<file path="src/rtl/vx_lsu_serializer_pkg.sv">
// vx_lsu_serializer_pkg
//   Shared definitions for the LSU serializer slice:
//   - memory opcode encodings carried on mem_read / mem_write
//   - FSM state type for the serializer
//   - access-size type and a helper that maps an opcode to its size
package vx_lsu_serializer_pkg;

  // mem_read encodings
  localparam logic [2:0] LB          = 3'd0;
  localparam logic [2:0] LH          = 3'd1;
  localparam logic [2:0] LW          = 3'd2;
  localparam logic [2:0] LBU         = 3'd4;
  localparam logic [2:0] LHU         = 3'd5;
  localparam logic [2:0] NO_MEM_READ = 3'd7;

  // mem_write encodings
  localparam logic [2:0] SB           = 3'd0;
  localparam logic [2:0] SH           = 3'd1;
  localparam logic [2:0] SW           = 3'd2;
  localparam logic [2:0] NO_MEM_WRITE = 3'd7;

  typedef enum logic [1:0] {
    ST_IDLE = 2'd0,
    ST_REQ  = 2'd1,
    ST_WAIT = 2'd2,
    ST_DONE = 2'd3
  } lsu_state_e;

  typedef enum logic [1:0] {
    SZ_BYTE = 2'd0,
    SZ_HALF = 2'd1,
    SZ_WORD = 2'd2
  } acc_size_e;

  // Low two opcode bits encode the size for both loads and stores
  // (LBU/LHU share the size bits of LB/LH).
  function automatic acc_size_e access_size(input logic [1:0] code);
    case (code)
      2'd0:    return SZ_BYTE;
      2'd1:    return SZ_HALF;
      default: return SZ_WORD;
    endcase
  endfunction

endpackage

</file>
<file path="src/rtl/vx_lsu_align.sv">
// vx_lsu_align
//   Combinational lane/byte alignment for the 32-bit data port.
//   Store side: byte enables and replicated write data.
//   Load side : shift the response word down to the addressed byte/half
//               and sign- or zero-extend it.
// Ports
//   i_size       access size (acc_size_e encoding)
//   i_mem_read   load opcode, selects extension
//   i_addr_lo    address bits [1:0]
//   i_store_data store data of the served lane
//   i_rsp_data   read word from memory
//   o_be         byte enables
//   o_wdata      lane-aligned write data
//   o_load_data  extracted/extended load result
module vx_lsu_align
  import vx_lsu_serializer_pkg::*;
(
  input  logic [1:0]  i_size,
  input  logic [2:0]  i_mem_read,
  input  logic [1:0]  i_addr_lo,
  input  logic [31:0] i_store_data,
  input  logic [31:0] i_rsp_data,
  output logic [3:0]  o_be,
  output logic [31:0] o_wdata,
  output logic [31:0] o_load_data
);

  acc_size_e   w_size;
  logic [1:0]  w_off;
  logic [31:0] w_word;

  always_comb begin
    w_size  = acc_size_e'(i_size);
    w_off   = '0;
    o_be    = '0;
    o_wdata = '0;
    case (w_size)
      SZ_BYTE: begin
        w_off   = i_addr_lo;
        o_be    = 4'b0001 << w_off;
        o_wdata = {4{i_store_data[7:0]}};
      end
      SZ_HALF: begin
        // addr[0] is ignored for halfwords; no misalignment trap
        w_off   = {i_addr_lo[1], 1'b0};
        o_be    = 4'b0011 << w_off;
        o_wdata = {2{i_store_data[15:0]}};
      end
      default: begin
        w_off   = 2'b00;
        o_be    = 4'b1111;
        o_wdata = i_store_data;
      end
    endcase
  end

  always_comb begin
    w_word = i_rsp_data >> {w_off, 3'b000};
    case (i_mem_read)
      LB:      o_load_data = {{24{w_word[7]}}, w_word[7:0]};
      LH:      o_load_data = {{16{w_word[15]}}, w_word[15:0]};
      LBU:     o_load_data = {24'b0, w_word[7:0]};
      LHU:     o_load_data = {16'b0, w_word[15:0]};
      default: o_load_data = w_word;
    endcase
  end

endmodule

</file>
<file path="src/rtl/vx_lsu_serializer.sv">
// vx_lsu_serializer
//   Memory stage after execute. Serializes the active threads of one warp
//   instruction onto a single 32-bit data-memory port (lowest lane first),
//   collects per-lane load results, then emits one write-back beat.
//   Non-memory instructions pass their ALU results through in one cycle.
// Ports
//   clk, reset                 clock, async active-high reset
//   in_*                       instruction from execute (taken when idle)
//   out_stall                  upstream hold (busy whenever not idle)
//   dmem_req_* / dmem_addr /
//   dmem_we / dmem_be /
//   dmem_wdata                 request channel (valid/ready)
//   dmem_rsp_valid/_data       response or store ack
//   out_wb_valid               single-cycle write-back beat
//   out_thread_mask .. out_PC_next  registered copies of the instruction
//   out_result                 per-lane load data, else ALU results
module vx_lsu_serializer
  import vx_lsu_serializer_pkg::*;
#(
  parameter  int NT = 4,
  parameter  int NW = 8,
  localparam int WW = (NW > 1) ? $clog2(NW) : 1
) (
  input  logic               clk,
  input  logic               reset,
  input  logic               in_valid,
  input  logic [NT-1:0]      in_thread_mask,
  input  logic [WW-1:0]      in_warp_num,
  input  logic [4:0]         in_rd,
  input  logic [1:0]         in_wb,
  input  logic [2:0]         in_mem_read,
  input  logic [2:0]         in_mem_write,
  input  logic [NT*32-1:0]   in_addr,
  input  logic [NT*32-1:0]   in_store_data,
  input  logic [NT*32-1:0]   in_alu_result,
  input  logic [31:0]        in_PC_next,
  output logic               out_stall,
  output logic               dmem_req_valid,
  input  logic               dmem_req_ready,
  output logic [31:0]        dmem_addr,
  output logic               dmem_we,
  output logic [3:0]         dmem_be,
  output logic [31:0]        dmem_wdata,
  input  logic               dmem_rsp_valid,
  input  logic [31:0]        dmem_rsp_data,
  output logic               out_wb_valid,
  output logic [NT-1:0]      out_thread_mask,
  output logic [WW-1:0]      out_warp_num,
  output logic [4:0]         out_rd,
  output logic [1:0]         out_wb,
  output logic [31:0]        out_PC_next,
  output logic [NT*32-1:0]   out_result
);

  localparam int LANE_W = (NT > 1) ? $clog2(NT) : 1;

  lsu_state_e r_state;
  lsu_state_e w_next;

  logic [NT-1:0]     r_pending;
  logic              r_is_store;
  logic [2:0]        r_mem_read;
  logic [1:0]        r_size;
  logic [31:0]       r_addr       [NT];
  logic [31:0]       r_store_data [NT];
  logic [31:0]       r_result     [NT];

  logic              w_accept;
  logic              w_is_mem;
  logic              w_is_store;
  logic              w_load_path;
  logic [1:0]        w_size;

  logic [LANE_W-1:0] w_lane;
  logic [NT-1:0]     w_lane_oh;
  logic              w_found;
  logic [NT-1:0]     w_pending_clr;
  logic [31:0]       w_lane_addr;
  logic [31:0]       w_lane_data;

  logic [3:0]        w_be;
  logic [31:0]       w_wdata;
  logic [31:0]       w_load_data;

  // ---------------------------------------------------------------
  // Instruction decode
  // ---------------------------------------------------------------
  always_comb begin
    w_accept    = in_valid && (r_state == ST_IDLE);
    w_is_mem    = (in_mem_read != NO_MEM_READ) || (in_mem_write != NO_MEM_WRITE);
    // Both fields set means store; the read field is then ignored.
    w_is_store  = (in_mem_write != NO_MEM_WRITE);
    w_load_path = w_is_mem && !w_is_store && (|in_thread_mask);
    w_size      = w_is_store ? access_size(in_mem_write[1:0])
                             : access_size(in_mem_read[1:0]);
  end

  // ---------------------------------------------------------------
  // Lane pointer: lowest set bit of the pending mask
  // ---------------------------------------------------------------
  always_comb begin
    w_lane    = '0;
    w_lane_oh = '0;
    w_found   = 1'b0;
    for (int unsigned i = 0; i < NT; i++) begin
      if (r_pending[i] && !w_found) begin
        w_lane       = LANE_W'(i);
        w_lane_oh[i] = 1'b1;
        w_found      = 1'b1;
      end
    end
    w_pending_clr = r_pending & ~w_lane_oh;
    w_lane_addr   = r_addr[w_lane];
    w_lane_data   = r_store_data[w_lane];
  end

  vx_lsu_align u_align (
    .i_size       (r_size),
    .i_mem_read   (r_mem_read),
    .i_addr_lo    (w_lane_addr[1:0]),
    .i_store_data (w_lane_data),
    .i_rsp_data   (dmem_rsp_data),
    .o_be         (w_be),
    .o_wdata      (w_wdata),
    .o_load_data  (w_load_data)
  );

  // ---------------------------------------------------------------
  // FSM
  // ---------------------------------------------------------------
  always_ff @(posedge clk or posedge reset) begin
    if (reset) begin
      r_state <= ST_IDLE;
    end else begin
      r_state <= w_next;
    end
  end

  always_comb begin
    w_next = r_state;
    case (r_state)
      ST_IDLE: begin
        if (in_valid) begin
          w_next = (w_is_mem && (|in_thread_mask)) ? ST_REQ : ST_DONE;
        end
      end
      ST_REQ: begin
        if (dmem_req_ready) begin
          w_next = ST_WAIT;
        end
      end
      ST_WAIT: begin
        if (dmem_rsp_valid) begin
          w_next = (w_pending_clr == '0) ? ST_DONE : ST_REQ;
        end
      end
      ST_DONE: w_next = ST_IDLE;
      default: w_next = ST_IDLE;
    endcase
  end

  // Request fields are built from registers only and the lane pointer
  // cannot move until the response, so they stay stable while stalled.
  always_comb begin
    out_stall      = (r_state != ST_IDLE);
    out_wb_valid   = (r_state == ST_DONE);
    dmem_req_valid = (r_state == ST_REQ);
    dmem_addr      = '0;
    dmem_we        = 1'b0;
    dmem_be        = '0;
    dmem_wdata     = '0;
    if (r_state == ST_REQ) begin
      dmem_addr  = {w_lane_addr[31:2], 2'b00};
      dmem_we    = r_is_store;
      dmem_be    = w_be;
      dmem_wdata = r_is_store ? w_wdata : '0;
    end
  end

  // ---------------------------------------------------------------
  // Instruction latch and result registers
  // ---------------------------------------------------------------
  always_ff @(posedge clk or posedge reset) begin
    if (reset) begin
      r_pending       <= '0;
      r_is_store      <= 1'b0;
      r_mem_read      <= '0;
      r_size          <= '0;
      out_thread_mask <= '0;
      out_warp_num    <= '0;
      out_rd          <= '0;
      out_wb          <= '0;
      out_PC_next     <= '0;
      for (int unsigned i = 0; i < NT; i++) begin
        r_addr[i]       <= '0;
        r_store_data[i] <= '0;
        r_result[i]     <= '0;
      end
    end else if (w_accept) begin
      r_pending       <= w_is_mem ? in_thread_mask : '0;
      r_is_store      <= w_is_store;
      r_mem_read      <= in_mem_read;
      r_size          <= w_size;
      out_thread_mask <= in_thread_mask;
      out_warp_num    <= in_warp_num;
      out_rd          <= in_rd;
      out_wb          <= in_wb;
      out_PC_next     <= in_PC_next;
      for (int unsigned i = 0; i < NT; i++) begin
        r_addr[i]       <= in_addr[32*i +: 32];
        r_store_data[i] <= in_store_data[32*i +: 32];
        // Loads start from zero so inactive lanes report 0.
        r_result[i]     <= w_load_path ? '0 : in_alu_result[32*i +: 32];
      end
    end else if ((r_state == ST_WAIT) && dmem_rsp_valid) begin
      r_pending <= w_pending_clr;
      if (!r_is_store) begin
        r_result[w_lane] <= w_load_data;
      end
    end
  end

  always_comb begin
    out_result = '0;
    for (int unsigned i = 0; i < NT; i++) begin
      out_result[32*i +: 32] = r_result[i];
    end
  end

endmodule

</file>
<file path="config.mk">
export PLATFORM = sky130hd
export DESIGN_NAME = vx_lsu_serializer
export DESIGN_NICKNAME = d
export VERILOG_FILES = /design/src/rtl/vx_lsu_serializer_pkg.sv /design/src/rtl/vx_lsu_align.sv /design/src/rtl/vx_lsu_serializer.sv
export SDC_FILE = /design/constraint.sdc
export NUM_CORES = 1
export LEC_CHECK = 0
export BUFFER_PORTS_ARGS = -buffer_cell sky130_fd_sc_hd__buf_2
export CAP_MARGIN = 30
export CORE_AREA = 2 2 279 281
export CTS_CLUSTER_DIAMETER = 40
export DETAILED_ROUTE_END_ITERATION = 8
export DIE_AREA = 0 0 281 283
export PLACE_DENSITY_LB_ADDON = 0.1
export SLEW_MARGIN = 20
export SYNTH_ARGS = -nofsm -noshare
export SYNTH_HDL_FRONTEND = slang
export SYNTH_HIERARCHICAL = 1
export SYNTH_SLANG_ARGS = --single-unit
</file>
<file path="constraint.sdc">
create_clock -name clk -period 16.5 [get_ports clk]
set_clock_uncertainty 0.05 [all_clocks]
set_input_delay 2.475 -clock clk [delete_from_list [all_inputs] [get_ports clk]]
set_output_delay 2.475 -clock clk [all_outputs]
set_load 0.01 [all_outputs]
</file>
==> flow_summary.json, run 1 <==
{
  "run_status": "finished clean",
  "wl_per_cell_um": 22.15,
  "avgSynthCellArea_um2": 9.374,
  "clkLatencyLatePin_ps": 630,
  "post-cts-setup-buffer-count": 0,
  "postLayoutCoreUtil": 0.3770,
  "dieWidth_um": 281,
  "synth_cells": 2238,
  "clock_sinks": 442,
  "nets": 3374,
  "cts_resized": 0,
  "core_um2": 76700,
  "cts_buffers": 94,
  "yosysSeqAreaShare": 0.5272,
  "die_area_um2": 79520,
  "dp_hpwl_um": 62980,
  "start_kind": "register",
  "yosys_register_bits": 442,
  "cp.arrival_ps": 4230,
  "ir_drop_mv": 0.1121,
  "cts_tree": "yes",
  "syn-cell-area_um2": 20980,
  "drc": 0,
  "critPathRequiredTime_ps": 13980,
  "max_freq_mhz": 148.1,
  "wl_um": 89230,
  "end_kind": "output pin",
  "finalCriticalPeriod_ps": 6751,
  "ys_async_sr_fraction": 1.000,
  "ys_types": 53,
  "die_y_um": 283,
  "synth_top_area_share": 0.5272,
  "grt-ovfl-total": 0,
  "maxCapViolations": 0,
  "min_path_cells": 2,
  "ys_warn_count": 6,
  "p_per_area_nw_per_um2": 235.6,
  "stdcell_area_um2": 28920,
  "fin_ws_ps": 9749,
  "synthTopCellsByArea": "dfrtp_1, nand2_1, mux2_2, a22o_1, a222oi_1",
  "post_dp_cell_area_um2": 25260,
  "grt_pass1_wl_um": 131700,
  "pre_cts_ws_ps": 10030,
  "synthFlopType": "dfrtp_1",
  "period_share": 0.4091,
  "rsz0062_at_grt": "no",
  "root_buffer": "clkbuf_16",
  "final.setup.tns_ps": 0,
  "grt_pass1_vias": 20042,
  "crit_type": "reg2out",
  "hold_class": "reg2reg",
  "worstMarginPinSlew_ps": 1050,
  "initial_core_util": 0.2735,
  "synth_edf_count": 0,
  "hold_viol": 0,
  "hold_slack_ps": 414.5,
  "drt-initial-drc-count": 1270,
  "syn2layout_area_growth_pct": 37.82,
  "htreeDepth": 3,
  "r2r_cells": 11,
  "place.gp.congestion": 0.8455,
  "ios": 719,
  "drive_gt1_frac": 0.3522,
  "p_leak_nw": 15.25,
  "rows": 102,
  "via_count": 19444,
  "setup_viol": 0,
  "hold_buffers": 0,
  "grt_max_degree": 233,
  "vias_per_cell": 4.826,
  "antenna_found_initial": 43,
  "cts_buffer_depth": 3,
  "slew_headroom": 0.2999,
  "slew_violations": 0,
  "track_usage": 0.2197,
  "port-buffer-count": 716,
  "synth_top_area_cell": "dfrtp_1",
  "clkSlewWorstSetupHoldPaths_ps": 50,
  "firstDrtPassIters": 6,
  "antenna_left": 0,
  "worstPathMaxFanout": 42
}
==> flip-flops by register name (all words and copies together) (netlist names) <==
signal / count
out_PC_next: 32
out_rd: 5
out_result: 128
out_thread_mask: 4
out_warp_num: 3
out_wb: 2
r_addr: 128
r_is_store: 1
r_mem_read: 3
r_pending: 4
r_size: 2
r_state: 2
r_store_data: 128
==> cell usage after synthesis (2+ instances only) <==
library cell and count:
nand2b_1 4, a21oi_1 40, buf_2 44, buf_4 15, o21ai_0 25, a31oi_1 8, mux2_2 116, nor3_1 4
a222oi_1 64, buf_1 10, clkbuf_1 88, and3_1 33, nand2_1 1043, a2bb2oi_1 7, o21ai_1 4, a32o_1 32
a211oi_1 7, buf_6 24, nor2_1 10, nor3b_4 2, o221ai_1 7, a22o_1 97, nor4bb_1 8, nand3_1 4
inv_1 6, mux2_1 29, and2_1 8, o211ai_1 9, o21a_1 2, or2_2 2, nor2b_1 8, mux2i_1 15
dfrtp_1 442, nand3b_1 2
==> final timing paths <==
check / startpoint / end / slack [ps]
worst min register to register: out_PC_next[30] / out_PC_next[30] / 410
min in group asynchronous: reset / out_warp_num[2] / 1930
worst min-delay path: out_PC_next[30] / out_PC_next[30] / 410
worst max-delay path: r_pending[1] / dmem_be[0] / 9750
worst max register to register: r_pending[1] / out_result[17] / 11510
max in group asynchronous: reset / r_store_data[93] / 13050
==> routing by layer <==
metal,up-vias,GRT usage,wire length (µm)
met5,-,0,363
met4,54,0.07634,2604
met3,190,0.06861,7564
met2,722,0.3703,42940
met1,9523,0.2632,35760
li1,8955,-,-
==> worst max-delay path: stages, from the launching register on <==
cell	delay [ps]
dfrtp_1	400
inv_1	110
nor2_4	630
buf_4	650
a222oi_1	190
nand2_1	580
inv_1	120
a21oi_2	270
inv_2	170
and2_1	210
buf_2	160
==> cells by family (layout without fill, tap and decap cells) <==
logic type      Yosys count  after routing  share of synthesized area
mux                     160            160                    0.08498
flops                   442            442                     0.5272
other cells               1             13                  0.0001787
fa+ha+maj                 1              1                  0.0004771
compound gates          311            311                     0.1233
buf+inv                 188            927                    0.04753
simple gates           1135           1135                     0.2163
==> stage by stage <==
step / power (mW) / instances
detailed placement: 4.788 / 3838
global route: 7.266 / 4025
floorplan: 3.742 / 2239
global placement: 4.709 / 3833
CTS: 6.878 / 4011
finish: 6.813 / 4029
==> area by class of cell <==
class,count,area [µm²]
Antenna cell,11,27.53
Clock inverter,55,885.9
Timing Repair Buffer,747,4045
Tap cell,1040,1301
Inverter,7,33.78
Clock buffer,118,2572
Fill cell,7926,47790
Multi-Input combinational cell,1609,8987
Sequential cell,442,11060
==> power by group <==
| part | switching, mW | internal (mW) | total, mW |
|---|---|---|---|
| Clock | 0.653 | 1.39 | 2.04 |
| Sequential | 0.310 | 1.60 | 1.91 |
| Combinational | 1.74 | 1.13 | 2.86 |
==> cells in the final DEF (no fill, tap or decap), types with 9 or more instances in the layout <==
master,n
a22o_1,97
a222oi_1,64
clkbuf_16,94
o211ai_1,9
clkbuf_8,13
mux2_2,116
buf_4,16
nand2_1,1043
buf_2,716
a32o_1,32
a21oi_1,40
o21ai_0,25
dfrtp_1,441
nor2_1,9
and3_1,33
mux2_1,29
mux2i_1,15
diode_2,11
clkbuf_1,11
bufinv_16,18
clkinv_2,13
(Power assumes the default switching activity.)
==> inputs of run 2 (changes only) <==
Settings changed: ABC_AREA set to 1.
Clock period 16.5 ns to 6.2 ns, I/O delays scaled along.
==> run 2 against run 1 <==
  * Global-route usage is 2.1 points higher
  * Sequential cell count stayed put
  * Register-to-register slack worse by 9700 ps
  * Core utilization is 1.7 points higher
  * Critical path type unchanged
  * Critical endpoint is now dmem_be[2]
  * Highest routed layer unchanged
==> flow_summary.json, run 2 <==
{
  "synthFlopType": "dfrtp_1",
  "finalCriticalPeriod_ps": 4738,
  "crit_family": "buffers and inverters",
  "cts_buffer_depth": 3,
  "mostFrequentLayoutCells": "nand2_1, buf_2, dfrtp_1, inv_1, o21ai_0",
  "ys_async_sr_fraction": 1.000,
  "dp_hpwl_um": 67870,
  "pre_cts_ws_ps": 1789,
  "end_kind": "output pin",
  "clkSlewWorstSetupHoldPaths_ps": 50,
  "antenna_left": 0,
  "port-buffer-count": 716,
  "cp.arrival_ps": 3760,
  "p_leak_nw": 16.88,
  "synth_fa_ha_area_frac": 0,
  "dieWidth_um": 281,
  "p_per_area_nw_per_um2": 594.1,
  "fin_total_pwr_mw": 17.94,
  "start_kind": "register",
  "die_area_um2": 79520,
  "wl_um": 98130,
  "cts_tree": "yes",
  "hold_class": "in2async",
  "rows": 102,
  "drt-initial-drc-count": 1628,
  "yosysSeqAreaShare": 0.4966,
  "postLayoutCoreUtil": 0.3936,
  "synth_top_area_share": 0.4966,
  "critPathRequiredTime_ps": 5220,
  "run_status": "finished clean",
  "vias_per_cell": 4.608,
  "crit_type": "reg2out",
  "synth_top_family_by_area": "simple AND/OR/NAND/NOR gates",
  "synth_xor_area_frac": 0,
  "period_share": 0.7642,
  "critical_path.max_stage_delay_ps": 520,
  "slew_violations": 0,
  "grt_pass1_wl_um": 144400,
  "grt-ovfl-total": 0,
  "path_common_cell": "nand2_1",
  "post-cts-setup-buffer-count": 0,
  "cts_buffers": 100,
  "fin_ws_ps": 1462,
  "synth_cells": 3103,
  "fill_cells": 8310,
  "htreeDepth": 3,
  "yosys_register_bits": 442,
  "final.setup.tns_ps": 0,
  "slew_headroom": 0.3179,
  "antenna_found_initial": 50,
  "grt_pass1_vias": 22328,
  "crit_path_cell_trace": "inv_1 > nand2_1 > buf_4 > nand2_1 > inv_4 > nand2_1 > nand2_1 > nand2_4 > inv_2 > a21oi_1 > inv_1 > nor2_1 > buf_2",
  "ys_warn_count": 6,
  "maxCapViolations": 0,
  "synth_simple_gate_area_frac": 0.3442,
  "via_count": 22594,
  "crit_slowest_cell": "inv_4",
  "ir_drop_mv": 0.2537,
  "crit_buf_inv": 6,
  "synthMuxAreaShare": 0.001348,
  "core_um2": 76700,
  "nets": 4228,
  "hold_buffers": 0,
  "initial_core_util": 0.2904,
  "avgSynthCellArea_um2": 7.177,
  "root_buffer": "clkbuf_16",
  "clkLatencyLatePin_ps": 640,
  "wl_per_cell_um": 20.01,
  "synth_common_cells": "nand2_1, dfrtp_1, inv_1",
  "firstDrtPassIters": 5,
  "cts_resized": 0,
  "drc": 0,
  "synth_compound_area_frac": 0.07489,
  "yosysMostFrequentCell": "nand2_1",
  "rsz0062_at_grt": "no",
  "final_common_cell": "nand2_1",
  "hold_viol": 0,
  "synthTopCellsByArea": "dfrtp_1, nand2_1, nand3_1, o21ai_0, inv_1",
  "ys_types": 38,
  "worstMarginPinSlew_ps": 1023,
  "grt_max_degree": 252,
  "synth_top_area_cell": "dfrtp_1",
  "syn2layout_area_growth_pct": 35.57,
  "setup_viol": 0,
  "max_freq_mhz": 211.1,
  "track_usage": 0.2410,
  "die_y_um": 283,
  "clock_sinks": 442,
  "syn-cell-area_um2": 22270,
  "place.gp.congestion": 0.8557,
  "ios": 719,
  "drive_gt1_frac": 0.2510,
  "worstPathMaxFanout": 62,
  "synth_edf_count": 0
}
==> run 2: changes by cell type after synthesis, moves of 116 or more <==
cell | previous run | this run
mux2_2 | 116 | 0
o21ai_0 | 25 | 182
nor2_1 | 10 | 143
nand3_1 | 4 | 183
inv_1 | 6 | 190
nand2_1 | 1043 | 1601
==> run 2: power breakdown <==
group,total [mW],switching (mW),internal (mW)
Clock,5.67,1.86,3.82
Sequential,4.84,0.645,4.20
Combinational,7.42,5.18,2.24
Total,17.9,7.68,10.3
==> run 2: cell families after synthesis <==
group	Yosys count
compound gates	308
buf+inv	399
flops	442
mux	3
other cells	1
simple gates	1950
==> run 2: path summary, 6_finish.rpt <==
kind                       depth (start not counted)                to      startpoint  slack, ps
hold / removal                                     2  r_store_data[53]           reset        390
min in group clk                                   2    out_result[66]  out_result[66]        420
hold reg to reg                                    2    out_result[66]  out_result[66]        420
setup / recovery                                  13        dmem_be[2]    r_pending[0]       1460
max in group asynchronous                          3   out_PC_next[22]           reset       4330
setup reg to reg                                  18    out_result[26]    r_pending[0]       1810
==> run 2: worst reg2reg max path: stages, from the launching register on <==
cell,delay [ps]
dfrtp_1,410
nor2_2,200
nand3_2,70
buf_4,320
inv_2,570
a21oi_1,180
nand2_1,100
inv_1,90
nor2_4,400
inv_2,250
nand3_1,180
nand3_2,460
nand3_1,310
inv_1,60
nor2_1,350
nand2_1,100
nand2_1,100
nand2_1,50
nand2_1,90
==> run 2: routing by layer <==
metal	vias up	GRT usage	wire length [µm]
li1	10956	-	-
met1	10633	0.3104	42140
met2	766	0.3863	45470
met3	193	0.06283	7152
met4	46	0.09091	3052
met5	-	0	317
==> run 2: area by class of cell <==
class	count	area, µm²	area share
Sequential cell	442	11060	0.3663
Multi-Input combinational cell	2263	9429	0.3123
Timing Repair Buffer	749	3934	0.1303
Clock buffer	116	2643	0.08752
Tap cell	1040	1301	0.04310
Clock inverter	72	999.7	0.03311
Inverter	199	770.7	0.02553
Antenna cell	22	55.05	0.001823
==> run 2: through the flow <==
step | area (µm²) | hold slack (ps) | cells
floorplan | 22280 | 398.8 | 3104
global placement | 26420 | 407.7 | 4690
detailed placement | 26420 | 409.9 | 4690
CTS | 30060 | 368.2 | 4878
global route | 30180 | 401.5 | 4899
finish | 30190 | 386.9 | 4903
==> inputs of run 3 (changes only) <==
Clock period 6.2 ns to 4.4 ns, I/O delays scaled along.
==> run 3 against run 2 <==
  * Non-clock buffer count grew 13
  * First-iteration DRC count shrank 5.5%
  * Setup slack lost 1200 ps
  * Routed wire length shrank 0.26%
  * Global-route usage shrank 0.071 points
  * Highest routed layer unchanged
  * Critical endpoint unchanged
  * Largest cell class unchanged
  * Via count shrank 0.26%
  * Count of clock-buffer cells in the layout grew 10
  * Combinational power grew 42%
==> flow_summary.json, run 3 (same netlist as run 2, synthesis figures left out) <==
{
  "hold_class": "in2async",
  "stdcell_area_um2": 30140,
  "crit_family": "buffers and inverters",
  "track_usage": 0.2403,
  "syn2layout_area_growth_pct": 35.33,
  "rows": 102,
  "place.gp.congestion": 0.8655,
  "crit_type": "reg2out",
  "slew_violations": 0,
  "start_kind": "register",
  "p_leak_nw": 16.93,
  "clock_sinks": 442,
  "dieWidth_um": 281,
  "cp.arrival_ps": 3470,
  "wl_per_cell_um": 19.94,
  "postLayoutCoreUtil": 0.3929,
  "hold_viol": 0,
  "ir_drop_mv": 0.3980,
  "cts_buffers": 99,
  "post_dp_cell_area_um2": 26590,
  "path_common_cell": "a21oi_1",
  "die_area_um2": 79520,
  "die_y_um": 283,
  "via_count": 22536,
  "crit_path_cell_trace": "nor2_2 > nand2_2 > clkbuf_8 > o22ai_1 > a21oi_1 > nand2_1 > nand2_4 > buf_6 > inv_2 > a21oi_1 > inv_1 > nor2_1 > buf_2",
  "critPathRequiredTime_ps": 3690,
  "period_share": 0.9489,
  "final_common_cell": "nand2_1",
  "rsz0062_at_grt": "no",
  "worstMarginPinSlew_ps": 949.7,
  "antenna_found_initial": 43,
  "mostFrequentLayoutCells": "nand2_1, buf_2, dfrtp_1, inv_1, o21ai_0",
  "crit_slowest_cell": "dfrtp_1",
  "drt-initial-drc-count": 1538,
  "port-buffer-count": 716,
  "grt-ovfl-total": 0,
  "core_um2": 76700,
  "wl_um": 97880,
  "maxCapViolations": 0,
  "vias_per_cell": 4.591,
  "antenna_left": 0,
  "grt_pass1_vias": 22248,
  "critical_path.max_stage_delay_ps": 410,
  "p_per_area_nw_per_um2": 832.6,
  "max_freq_mhz": 239.5,
  "drive_gt1_frac": 0.2510,
  "drc": 0,
  "clkLatencyLatePin_ps": 620,
  "finalCriticalPeriod_ps": 4175,
  "root_buffer": "clkbuf_16",
  "clkSlewWorstSetupHoldPaths_ps": 50,
  "run_status": "finished clean",
  "initial_core_util": 0.2904,
  "end_kind": "output pin",
  "cts_tree": "yes",
  "nets": 4240,
  "cts_buffer_depth": 3,
  "grt_max_degree": 178,
  "slew_headroom": 0.3668,
  "crit_buf_inv": 5,
  "firstDrtPassIters": 8,
  "dp_cells": 4706,
  "ios": 719,
  "grt_pass1_wl_um": 144100,
  "worstPathMaxFanout": 58,
  "instances_no_fill": 4909,
  "htreeDepth": 3,
  "setup_viol": 0,
  "dp_hpwl_um": 68950
}
## run 3: cell type report
type / count / area (µm²)
Tap cell: 1040 / 1301
Clock buffer: 126 / 2709
Fill cell: 8227 / 46560
Antenna cell: 20 / 50.05
Timing Repair Buffer: 762 / 4045
Multi-Input combinational cell: 2263 / 9429
Inverter: 199 / 770.7
Sequential cell: 442 / 11060
Clock inverter: 57 / 773.2
## run 3: per-layer routing
metal	routed length, µm	vias up	GRT usage	part of all wire
met3	7719	197	0.06300	0.079
met2	45660	784	0.3853	0.47
met4	3249	40	0.09746	0.033
li1	-	10985	-	-
met1	41000	10530	0.3066	0.42
met5	245	-	0	0.0025
## run 3: through the flow
| step | TNS (ps) | total power [mW] | setup slack, ps | hold WS (ps) |
|---|---|---|---|---|
| final | 0 | 25.09 | 224.9 | 102.8 |
| after global routing | 0 | 26.92 | 12.71 | 117.5 |
| after CTS | 0 | 25.35 | 82.98 | 91.22 |
| after detailed placement | 0 | 17.43 | 620.4 | 409.1 |
| after global placement | 0 | 17.42 | 666.0 | 408.4 |
| after floorplan | -1009180 | 13.58 | -2283 | 398.8 |
## run 3: worst paths after layout
| kind | from | to | cells after the start | slack (ps) |
|---|---|---|---|---|
| worst min register to register | out_result[109] | out_result[109] | 2 | 420 |
| worst min-delay path | reset | r_store_data[18] | 2 | 100 |
| worst max register to register | r_pending[0] | out_result[86] | 18 | 690 |
| max in group asynchronous | reset | out_result[20] | 4 | 3070 |
| min in group clk | in_store_data[18] | r_store_data[114] | 3 | 160 |
| worst max-delay path | r_pending[1] | dmem_be[2] | 13 | 220 |
## run 3: repair_timing
action                                  4_1_cts  5_1_grt
setup buffers                                 0        0
resized for setup                             2        3
hold buffers                                  0        0
endpoints found under the setup margin        2        2
## run 3: power breakdown
group	switching, mW	leakage, nW	internal (mW)
clock network	2.57	1.71	5.19
logic	7.31	9.63	3.19
registers	0.924	5.59	5.91
